File: config.mk
export PLATFORM = sky130hd
export DESIGN_NAME = pipelined_control_unit
export DESIGN_NICKNAME = d
export VERILOG_FILES = /design/src/rtl/pipelined_control_unit.sv
export SDC_FILE = /design/constraint.sdc
export NUM_CORES = 1
export LEC_CHECK = 0
export CORE_ASPECT_RATIO = 1.1
export CORE_MARGIN = 2
export CORE_UTILIZATION = 28
export CTS_CLUSTER_SIZE = 12
export DETAILED_ROUTE_END_ITERATION = 8
export GPL_TIMING_DRIVEN = 0
export HOLD_SLACK_MARGIN = 0.05
export PLACE_DENSITY = 0.64
export SETUP_SLACK_MARGIN = 0.05
export SYNTH_ARGS = -nofsm -noshare
export SYNTH_HDL_FRONTEND = slang
export SYNTH_SLANG_ARGS = --single-unit
File: constraint.sdc
create_clock -name clk -period 1.6 [get_ports clk]
set_input_delay 0.16 -clock clk [delete_from_list [all_inputs] [get_ports clk]]
set_output_delay 0.16 -clock clk [all_outputs]
set_load 0.05 [all_outputs]
File: src/rtl/pipelined_control_unit.sv
// ID-stage control unit: decodes the RV32I subset into an ID/EX control register,
// inserts load-use bubbles and honours hold/flush. Optional macro: CTRL_PERF_CNT_EN.
module pipelined_control_unit #(
    parameter int unsigned ALUOP_W      = 2,
    parameter int unsigned REG_ADDR_W   = 5,
    parameter int unsigned STALL_CYCLES = 1
) (
    input  logic                  clk,
    input  logic                  rst,
    input  logic                  in_valid,
    input  logic [6:0]            opcode,
    input  logic [REG_ADDR_W-1:0] rs1,
    input  logic [REG_ADDR_W-1:0] rs2,
    input  logic [REG_ADDR_W-1:0] rd,
    input  logic                  stall_in,
    input  logic                  flush,
    output logic                  id_ready,
    output logic                  out_valid,
    output logic                  RegWrite,
    output logic                  MemRead,
    output logic                  MemWrite,
    output logic                  Branch,
    output logic                  Jump,
    output logic                  ALUSrc,
    output logic                  MemToReg,
    output logic [ALUOP_W-1:0]    ALUOp,
    output logic [REG_ADDR_W-1:0] ex_rd,
    output logic                  illegal
`ifdef CTRL_PERF_CNT_EN
    ,
    output logic [31:0]           bubble_count
`endif
);

    localparam int unsigned CNT_W = 2;
    localparam logic [CNT_W-1:0] CNT_INIT =
        (STALL_CYCLES > 1) ? CNT_W'(STALL_CYCLES - 2) : '0;

    localparam logic [6:0] OP_R    = 7'b0110011;
    localparam logic [6:0] OP_LW   = 7'b0000011;
    localparam logic [6:0] OP_SW   = 7'b0100011;
    localparam logic [6:0] OP_BEQ  = 7'b1100011;
    localparam logic [6:0] OP_ADDI = 7'b0010011;
    localparam logic [6:0] OP_JAL  = 7'b1101111;
    localparam logic [6:0] OP_JALR = 7'b1100111;
    localparam logic [6:0] OP_LUI  = 7'b0110111;

    typedef struct packed {
        logic               reg_write;
        logic               mem_read;
        logic               mem_write;
        logic               branch;
        logic               jump;
        logic               alu_src;
        logic [ALUOP_W-1:0] alu_op;
        logic               mem_to_reg;
    } ctrl_t;

    typedef enum logic {RUN, STALL} state_t;

    state_t                state_q, state_d;
    logic [CNT_W-1:0]      cnt_q, cnt_d;
    ctrl_t                 ctrl_q, ctrl_d;
    logic                  valid_q, valid_d;
    logic [REG_ADDR_W-1:0] ex_rd_q, ex_rd_d;
    logic                  illegal_q, illegal_d;

    ctrl_t dec;
    logic  known;
    logic  rs1_used;
    logic  rs2_used;
    logic  hazard;

    // Opcode decode plus which source registers the instruction actually reads
    always_comb begin
        dec      = '0;
        known    = 1'b1;
        rs1_used = 1'b0;
        rs2_used = 1'b0;
        case (opcode)
            OP_R: begin
                dec.reg_write = 1'b1;
                dec.alu_op    = ALUOP_W'(2'b10);
                rs1_used      = 1'b1;
                rs2_used      = 1'b1;
            end
            OP_LW: begin
                dec.reg_write  = 1'b1;
                dec.mem_read   = 1'b1;
                dec.alu_src    = 1'b1;
                dec.mem_to_reg = 1'b1;
                rs1_used       = 1'b1;
            end
            OP_SW: begin
                dec.mem_write = 1'b1;
                dec.alu_src   = 1'b1;
                rs1_used      = 1'b1;
                rs2_used      = 1'b1;
            end
            OP_BEQ: begin
                dec.branch = 1'b1;
                dec.alu_op = ALUOP_W'(2'b01);
                rs1_used   = 1'b1;
                rs2_used   = 1'b1;
            end
            OP_ADDI: begin
                dec.reg_write = 1'b1;
                dec.alu_src   = 1'b1;
                dec.alu_op    = ALUOP_W'(2'b11);
                rs1_used      = 1'b1;
            end
            OP_JAL: begin
                dec.reg_write = 1'b1;
                dec.jump      = 1'b1;
            end
            OP_JALR: begin
                dec.reg_write = 1'b1;
                dec.jump      = 1'b1;
                dec.alu_src   = 1'b1;
                rs1_used      = 1'b1;
            end
            OP_LUI: begin
                dec.reg_write = 1'b1;
                dec.alu_src   = 1'b1;
            end
            default: known = 1'b0;
        endcase
    end

    assign hazard = in_valid && valid_q && ctrl_q.mem_read && (ex_rd_q != '0) &&
                    ((rs1_used && (ex_rd_q == rs1)) || (rs2_used && (ex_rd_q == rs2)));

    // Next-state and fetch-hold; rst, flush, stall_in, stall, decode in priority order
    always_comb begin
        state_d   = state_q;
        cnt_d     = cnt_q;
        ctrl_d    = ctrl_q;
        valid_d   = valid_q;
        ex_rd_d   = ex_rd_q;
        illegal_d = illegal_q;
        id_ready  = 1'b1;

        if (rst) begin
            id_ready = 1'b1;
        end else if (flush) begin
            state_d   = RUN;
            cnt_d     = '0;
            ctrl_d    = '0;
            valid_d   = 1'b0;
            ex_rd_d   = '0;
            illegal_d = 1'b0;
        end else if (stall_in) begin
            id_ready = 1'b0;
        end else if (state_q == STALL) begin
            id_ready  = 1'b0;
            ctrl_d    = '0;
            valid_d   = 1'b0;
            ex_rd_d   = '0;
            illegal_d = 1'b0;
            if (cnt_q == '0) begin
                state_d = RUN;
            end else begin
                cnt_d = cnt_q - CNT_W'(1);
            end
        end else if (hazard) begin
            id_ready  = 1'b0;
            ctrl_d    = '0;
            valid_d   = 1'b0;
            ex_rd_d   = '0;
            illegal_d = 1'b0;
            if (STALL_CYCLES > 1) begin
                state_d = STALL;
                cnt_d   = CNT_INIT;
            end
        end else if (in_valid && known) begin
            ctrl_d    = dec;
            valid_d   = 1'b1;
            ex_rd_d   = rd;
            illegal_d = 1'b0;
        end else begin
            ctrl_d    = '0;
            valid_d   = 1'b0;
            ex_rd_d   = '0;
            illegal_d = in_valid;
        end
    end

    always_ff @(posedge clk) begin
        if (rst) begin
            state_q   <= RUN;
            cnt_q     <= '0;
            ctrl_q    <= '0;
            valid_q   <= 1'b0;
            ex_rd_q   <= '0;
            illegal_q <= 1'b0;
        end else begin
            state_q   <= state_d;
            cnt_q     <= cnt_d;
            ctrl_q    <= ctrl_d;
            valid_q   <= valid_d;
            ex_rd_q   <= ex_rd_d;
            illegal_q <= illegal_d;
        end
    end

    assign out_valid = valid_q;
    assign RegWrite  = ctrl_q.reg_write;
    assign MemRead   = ctrl_q.mem_read;
    assign MemWrite  = ctrl_q.mem_write;
    assign Branch    = ctrl_q.branch;
    assign Jump      = ctrl_q.jump;
    assign ALUSrc    = ctrl_q.alu_src;
    assign MemToReg  = ctrl_q.mem_to_reg;
    assign ALUOp     = ctrl_q.alu_op;
    assign ex_rd     = ex_rd_q;
    assign illegal   = illegal_q;

`ifdef CTRL_PERF_CNT_EN
    logic        bubble_inc;
    logic [31:0] bubble_count_q;

    // Counts only hazard-driven bubbles; flush and downstream hold do not count
    assign bubble_inc = !flush && !stall_in && ((state_q == STALL) || hazard);

    always_ff @(posedge clk) begin
        if (rst) begin
            bubble_count_q <= '0;
        end else if (bubble_inc) begin
            bubble_count_q <= bubble_count_q + 32'd1;
        end
    end

    assign bubble_count = bubble_count_q;
`endif

endmodule

* After elaboration in Yosys (flattened, before gate mapping) *
Index checks and enable logic that the tools add are counted.

storage, ports and cells
  logic and storage cells = 73
  flip-flop bits (word level) = 19

cells by class
  muxes and demuxes = 29
  equal/unequal tests = 10
  bitwise operators = 2
  reduce and logical (&&, ||, !) cells = 18
  add/subtract/negate cells = 1

operators by type and width
  kind                                                  number
  two-way mux 9 bit                                     3
  two-way mux 1 bit                                     22
  equality test 7 x 6 -> 1 bit (second input constant)  3
  equality test 7 bit (second input constant)           3
  two-way mux 5 bit                                     3
  OR reduction 6 bit                                    2
  equality test 5 bit                                   2
  OR reduction 8 bit                                    1
  equality test 7 x 2 -> 1 bit (second input constant)  1
  equality test 7 x 5 -> 1 bit (second input constant)  1
  logical AND 1 bit                                     7
  one-hot mux 2 bit (3 select lines)                    1
  nonzero test 5 bit                                    1
  OR reduction 5 bit                                    1
  OR reduction 2 bit                                    2
  AND reduction 3 bit                                   1
  OR reduction 3 bit                                    1
  zero test 2 bit                                       1
  inverter 1 bit                                        2
  subtractor 2 x 1 -> 2 bit (second input constant)     1
  logical OR 1 bit                                      1

* Logic depth before layout (Yosys ltp) *
Gate-level depths: netlist of run 1.

  depth after elaboration = 11
  mapped depth = 7
  depth with buffers taken out = 5

* Worst setup path after synthesis of run 1 *
No wires, ideal clock.

  path kind = register -> output
  start point = register ex_rd_q[1] (netlist: ex_rd[1])
  end point = output id_ready
  path buffers = 0
  arrival time = 2612 ps
  setup slack = -1172 ps
  stages on the path, launching flop included = 5
  data required time = 1440 ps
  path through = dfxtp_1 -> or4_1 -> o2111ai_1 -> a21oi_4 -> o31ai_1

between the ends
  longest elaborated chain between the ends = 9
  elaborated cells between the ends (all ways) = 13
  those cells by class = eq/ne: 2; mux: 5; reduce/logical: 6

ends and longest elaborated chain
  item                    line  source
  start, declared         65    logic [REG_ADDR_W-1:0] ex_rd_q, ex_rd_d;
  start signal, assigned  201   ex_rd_q <= ex_rd_d;
  equality test 5 bit     131   ((rs1_used && (ex_rd_q == rs1)) || (rs2_used && (ex_rd_q == rs2)));
  logical AND 1 bit       131
  logical OR 1 bit        131
  logical AND 1 bit (*)   130   assign hazard = in_valid && valid_q && ctrl_q.mem_read && (ex_rd_q != '0) &&
  two-way mux 1 bit (*)   165   end else if (hazard) begin
  two-way mux 1 bit (*)   154   end else if (state_q == STALL) begin
  two-way mux 1 bit (*)   152   end else if (stall_in) begin
  two-way mux 1 bit (*)   145   end else if (flush) begin
  two-way mux 1 bit (*)   143   if (rst) begin
  end, declared           17    output logic id_ready,

Every way passes the cells marked *; elsewhere a longest branch is shown, timed or not.

* Worst setup path in the final report of run 1 *
  start point = input opcode[2]
  end point = output id_ready

between the ends
  longest elaborated chain between the ends = 11
  elaborated cells between the ends (all ways) = 19
  those cells by class = eq/ne: 6; mux: 7; reduce/logical: 6

ends and longest elaborated chain
  item                                                                              line  source
  start, declared                                                                   11    input logic [6:0] opcode,
  equality test 7 bit, or another cell as far along                                 80    case (opcode)
  OR reduction 6 bit (no source line) / OR reduction 3 bit (equally long branches)  --
  two-way mux 1 bit                                                                 80
  logical AND 1 bit                                                                 131
  logical OR 1 bit (*)                                                              131
  logical AND 1 bit (*)                                                             130
  two-way mux 1 bit (*)                                                             165
  two-way mux 1 bit (*)                                                             154
  two-way mux 1 bit (*)                                                             152
  two-way mux 1 bit (*)                                                             145
  two-way mux 1 bit (*)                                                             143

Marked as above.

==> results.md, run 1 <==
* Outcome: complete, but fails checks
* Failing checks: setup timing
* TritonCTS clock tree: done
* HP Start: opcode[5]
* Max Cap Violations at 0
* Mapped Nets at 149
* Bufs on Longest Clock Path at 2
* Least-Margin Pin Slew at 0.6588 ns
* Share of layout cells above drive strength 1 at 26.74%
* Element type at the critical path start: input pin
* Synth Flop Type: dfxtp_1
* Initial DRC Count at 34
* Netlist cell types at 41
* Crit end category: output port
* Residual DRC at 0
* Crit path max fanout at 7
* Most numerous cell in the Yosys netlist: nand2_1
* Post-synthesis register bit count at 18
* PortBufs at 40
* Post-synth top area cell: dfxtp_1
* Max VDD drop at 247.2 uV
* Top-area cell type share of the netlist area at 35.29%
* Layout area overhead at 66.67%
* Mean Syn Cell Area at 8.438 sq um
* Worst-path clk slew at 0.07 ns
* Die Ht at 67.33 um
* Synth warnings at 0
* GPL Wtd Cong at 0.9253
* Via density at 4.842
* Vias in the first global route at 1156
* Slew Viols, Final at 0
* Hold-fix buffers, CTS at 0
* RSZ-0062 raised after global routing: yes
* Setup TNS at -4.269 ns
* Fin crit period at 2.004 ns
* All-layer global routing usage at 16.41%
* Hold Path End: MemRead$_SDFFE_PP0N_
* Worst hold slack at 0.2052 ns
* Initial DRT Pass Iterations at 4
* Number of synthesized flops with an enable pin at 0
* Slew headroom at 55.87%
* HPWL after DPL at 2.252 mm
* Vias at 1075
* Power Density at 544.3 nW/um^2
* Final nets at 201
* Number of CTS-inserted buffers at 3
* CP Class: in2out
* Pin count of the biggest net entering global routing at 11
* Total congestion overflow at 0
* Standard-cell rows at 23
* Initial Utilization at 28.61%
* WHS Path Cells at 2
* Leak at 0.0007007 uW
* Synth cell count leaders: 19 x nand2_1, 18 x dfxtp_1, 10 x o21ai_2
* CTS Sinks at 18
* I/O pins at 44
* Worst hold path type: in2reg
* Worst reg-to-reg setup slack at -0.31 ns
* H-tree levels at 1
* CP arrival at 1.84 ns
* First-pass GRT wire length at 5.092 mm
* Final setup skew at 0.006436 ns
* Cell depth of the worst flop-to-flop path at 8
* Final WL at 3.068 mm
* Reg2reg end: ex_rd[0]$_SDFFE_PP0N_
* F_max at 499.0 MHz
* Final setup violation count at 15
* Routed Antenna Nets at 0
* CP Data Required Time at 1.44 ns
* Total die area at 4146 sq um
* Antenna cell count at 0
* CTS Root Cell: clkbuf_8
* Post-synthesis async set-or-reset flop share at 0%
* Fin util at 47.69%
* CORE AREA at 3568 sq um
* Period utilization at 125.2%
* Gate Count Post-Synth at 121
* Dominant cells by area after synthesis: dfxtp_1 35%, o21ai_2 8.6%, nand2_1 7.0%, xor2_1 6.9%, nand3_1 3.4%
* Synthesized cell area at 1021 sq um
* Skew-Pair Late Insertion Delay at 0.26 ns
* Post-DR wirelength/cell at 13.82 um
* Final WS setup at -0.4039 ns
* Fin. Hold Viols at 0
* Fillers at 381
* Worst r2r src: ex_rd[1]$_SDFFE_PP0N_
* Die Wd at 61.58 um
* Antenna violations before repair at 0
* Sequential area share after synthesis at 35.29%
worst max-delay path, stage by stage:
cell and delay, ns:
clkdlybuf4s15_1 0.28, or3_4 0.42, or4_4 0.55, a21oi_4 0.18, o31ai_4 0.07, buf_6 0.16
metal layers:
metal	GRT usage [%]	vias up	part of all wire, %
li1	-	534	-
met1	19.51	496	40
met2	28.16	36	52
met3	2.490	9	5.1
met4	7.979	0	2.4
met5	0	-	0
power by group:
group | leakage (uW) | internal, uW | switching (uW)
Sequential | 0.000149 | 443 | 1.29
Clock | 0.0000231 | 171 | 160
Combinational | 0.000529 | 78.1 | 72.8
what timing repair did:
item | 4_1_cts | 5_1_grt
hold endpoints to repair | 0 | 0
endpoints found under the setup margin | 32 | 18
pin swaps | 9 | 1
resized for setup | 40 | 11
gates cloned | 0 | 1
buffers inserted | 6 | 1
sequential cells by signal (all words and copies together) (netlist names):
name / cells
MemRead: 1
state_q: 1
cnt_q: 2
ex_rd: 5
ALUSrc: 1
ALUOp: 2
MemWrite: 1
out_valid: 1
RegWrite: 1
Jump: 1
illegal: 1
Branch: 1
how the worst max path moves through the flow:
stage,from,end,cells past startpoint,slack [ns]
2_1_floorplan,ex_rd[1]$_SDFFE_PP0N_,id_ready,4,-0.35
3_3_place_gp,opcode[1],id_ready,7,-1.31
3_5_place_dp,opcode[2],id_ready,6,-1.31
4_1_cts,ex_rd[3]$_SDFFE_PP0N_,id_ready,6,-0.42
5_1_grt,ex_rd[1]$_SDFFE_PP0N_,id_ready,6,-0.47
6_report,opcode[2],id_ready,6,-0.40
cell usage in the layout (no fill, tap or decap), types with 2 or more instances in the layout:
cell	netlist	final
o41ai_2	0	2
o21ai_0	3	2
dfxtp_1	18	13
clkbuf_1	4	2
inv_1	3	3
nand3_1	7	7
dlygate4sd2_1	0	20
nand2b_1	2	2
dfxtp_4	0	4
or4_4	1	2
and3_1	2	2
buf_4	1	7
xor2_1	8	8
xnor2_2	0	3
nor3_1	3	3
clkdlybuf4s15_1	0	3
clkdlybuf4s50_1	0	16
o21ai_2	10	10
nor2_1	6	5
nand4_1	2	2
clkbuf_8	0	3
nand2_1	19	19
per-stage QoR:
step | cells | setup slack [ns] | instance area (sq um) | total power (uW)
2_1_floorplan | 121 | -0.3518 | 1057 | 514.5
3_3_place_gp | 211 | -1.313 | 1520 | 596.5
3_5_place_dp | 211 | -1.311 | 1520 | 598.8
4_1_cts | 221 | -0.4187 | 1630 | 928.1
5_1_grt | 222 | -0.4720 | 1702 | 965.0
6_report | 222 | -0.4039 | 1702 | 926.1
area by class of cell:
class / count / area, sq um / share of cell area [%]
clock inverter: 1 / 3.754 / 0.2206
buffer: 7 / 51.30 / 3.015
timing repair buffer: 48 / 461.7 / 27.13
multi-input combinational: 92 / 693.2 / 40.74
sequential: 18 / 376.6 / 22.13
inverter: 3 / 11.26 / 0.6618
clock buffer: 3 / 41.29 / 2.426
tap: 50 / 62.56 / 3.676
cells by family after synthesis:
family / after synthesis / share of synthesized area, %
xor gates and xnor gates: 12 / 10.29
AOI/OAI and AO/OA: 27 / 21.69
and+or+nand+nor: 52 / 26.23
adders and majority gates: 1 / 1.225
DFF: 18 / 35.29
buffers and inverters: 11 / 5.268
Power figures use the tool's default switching activity.
==> run 2, diff against run 1 <==
- PLACE_DENSITY: 0.64 -> 0.62
==> results.md, run 2 (same netlist as run 1, synthesis figures left out) <==
* Outcome: complete, but fails checks
* Failing checks: setup timing
* Share of layout cells above drive strength 1 at 27.91%
* Slew Viols, Final at 0
* Final setup skew at 0.005333 ns
* H-tree levels at 1
* CTS Root Cell: clkbuf_8
* Power Total at 921.6 uW
* RSZ-0062 raised after global routing: yes
* Via density at 4.856
* CP Cell Sequence: or4_4, o2111ai_4, a21oi_4, o31ai_4, buf_6
* Residual DRC at 0
* CP bufs+invs at 1
* CP arrival at 1.82 ns
* TritonCTS clock tree: done
* CP top delay family: simple AND/OR/NAND/NOR gates
* Slew headroom at 66.49%
* Area of placed instances at 1520 sq um
* CTS Sinks at 18
* Leak at 0.0007408 uW
* All-layer global routing usage at 15.08%
* Max FFs per register at 5
* Period utilization at 123.8%
* Fillers at 376
* Vias in the first global route at 1056
* Final setup violation count at 15
* CP Class: reg2out
* Critical path's slowest cell: or4_4
* Max VDD drop at 277.7 uV
* Total congestion overflow at 0
* HPWL after DPL at 2.236 mm
* Most frequent cells in the layout: 19 x nand2_1, 16 x clkdlybuf4s50_1, 16 x dlygate4sd2_1
* Skew-Pair Late Insertion Delay at 0.25 ns
* Antenna cell count at 0
* Crit path max fanout at 4
* CORE AREA at 3568 sq um
* PortBufs at 40
* Standard-cell rows at 23
* Initial DRC Count at 22
* Dpl ws at -1.329 ns
* Final WL at 2.969 mm
* Power Density at 536.4 nW/um^2
* Final nets at 201
* Antenna violations before repair at 0
* Routed Antenna Nets at 0
* Critical Path Max Stage Delay at 0.55 ns
* Die Ht at 67.33 um
* CP Data Required Time at 1.44 ns
* Final instance area at 1718 sq um
* Least-Margin Pin Slew at 0.5018 ns
* Final WS setup at -0.3807 ns
* Layout area overhead at 68.26%
* Initial DRT Pass Iterations at 4
* Worst hold path type: in2reg
* Crit end category: output port
* Worst-path clk slew at 0.07 ns
* Number of CTS-inserted buffers at 3
* First-pass GRT wire length at 4.719 mm
* Element type at the critical path start: flip-flop
* Max Cap Violations at 0
* Most common cell after layout, fill and taps aside: nand2_1
* Setup TNS at -3.765 ns
* Bufs on Longest Clock Path at 2
* Hold-fix buffers, CTS at 0
* F_max at 504.9 MHz
* Post-DR wirelength/cell at 13.37 um
* Die Wd at 61.58 um
* Total die area at 4146 sq um
* Fin. Hold Viols at 0
* Initial Utilization at 28.61%
* Fin crit period at 1.981 ns
* Vias at 1078
* GPL Wtd Cong at 0.8048
* I/O pins at 44
* Pin count of the biggest net entering global routing at 11
-- run 2: final timing paths --
path / startpoint / endpoint / slack, ns / depth (start not counted)
worst max-delay path: ex_rd[1]$_SDFFE_PP0N_ / id_ready / -0.38 / 5
worst min register to register: ALUSrc$_SDFFE_PP0N_ / ALUSrc$_SDFFE_PP0N_ / 0.45 / 2
worst min-delay path: opcode[5] / MemRead$_SDFFE_PP0N_ / 0.22 / 2
worst max register to register: ex_rd[1]$_SDFFE_PP0N_ / ALUOp[0]$_SDFFE_PP0N_ / -0.29 / 8
-- run 2: final cells by class --
cell class / instances / area [sq um] / area share, %
clock buffers: 4 / 45.04 / 2.622
multi-input cells: 92 / 694.4 / 40.42
plain buffers: 7 / 51.30 / 2.986
inverters: 3 / 11.26 / 0.6555
flip-flops and latches: 18 / 376.6 / 21.92
repair buffers: 48 / 476.7 / 27.75
well taps: 50 / 62.56 / 3.642
-- run 2: routing by layer --
layer  track usage, %  vias to the layer above  routed length (um)
li1                 -                      537                   -
met2            25.92                       23                1619
met1            18.98                      516                1188
met4            3.989                        0                  25
met5                0                        -                   0
met3            2.874                        2                 135
-- run 2: worst register-to-register path, cell delays in order, from the launching register on --
cell and delay, ns:
dfxtp_4 0.37, xnor2_2 0.12, nand4_1 0.10, or4_4 0.54, a21oi_4 0.19, buf_4 0.14, buf_8 0.12, clkbuf_16 0.15
o21ai_2 0.05
-- run 2: through the flow --
step           cells  hold slack [ns]  util [%]
6_report         222           0.2221     48.14
5_1_grt          222           0.2394     48.14
4_1_cts          221           0.2305     46.32
3_5_place_dp     211           0.4486     42.60
3_3_place_gp     211           0.4412     42.60
2_1_floorplan    121           0.2366         -
-- run 2: where the power goes --
group          internal (uW)  switching, uW  total (uW)
Sequential               443           1.39         444
Clock                    176            150         326
Combinational           79.2           71.9         151
Total                    698            223         922
-- run 2: repair_timing --
| item | 4_1_cts | 5_1_grt |
|---|---|---|
| pin swaps | 10 | 2 |
| endpoints found under the hold margin | 0 | 0 |
| setup buffers | 6 | 1 |
| resized for setup | 42 | 11 |
| endpoints found under the setup margin | 30 | 21 |
| cloned | 0 | 1 |
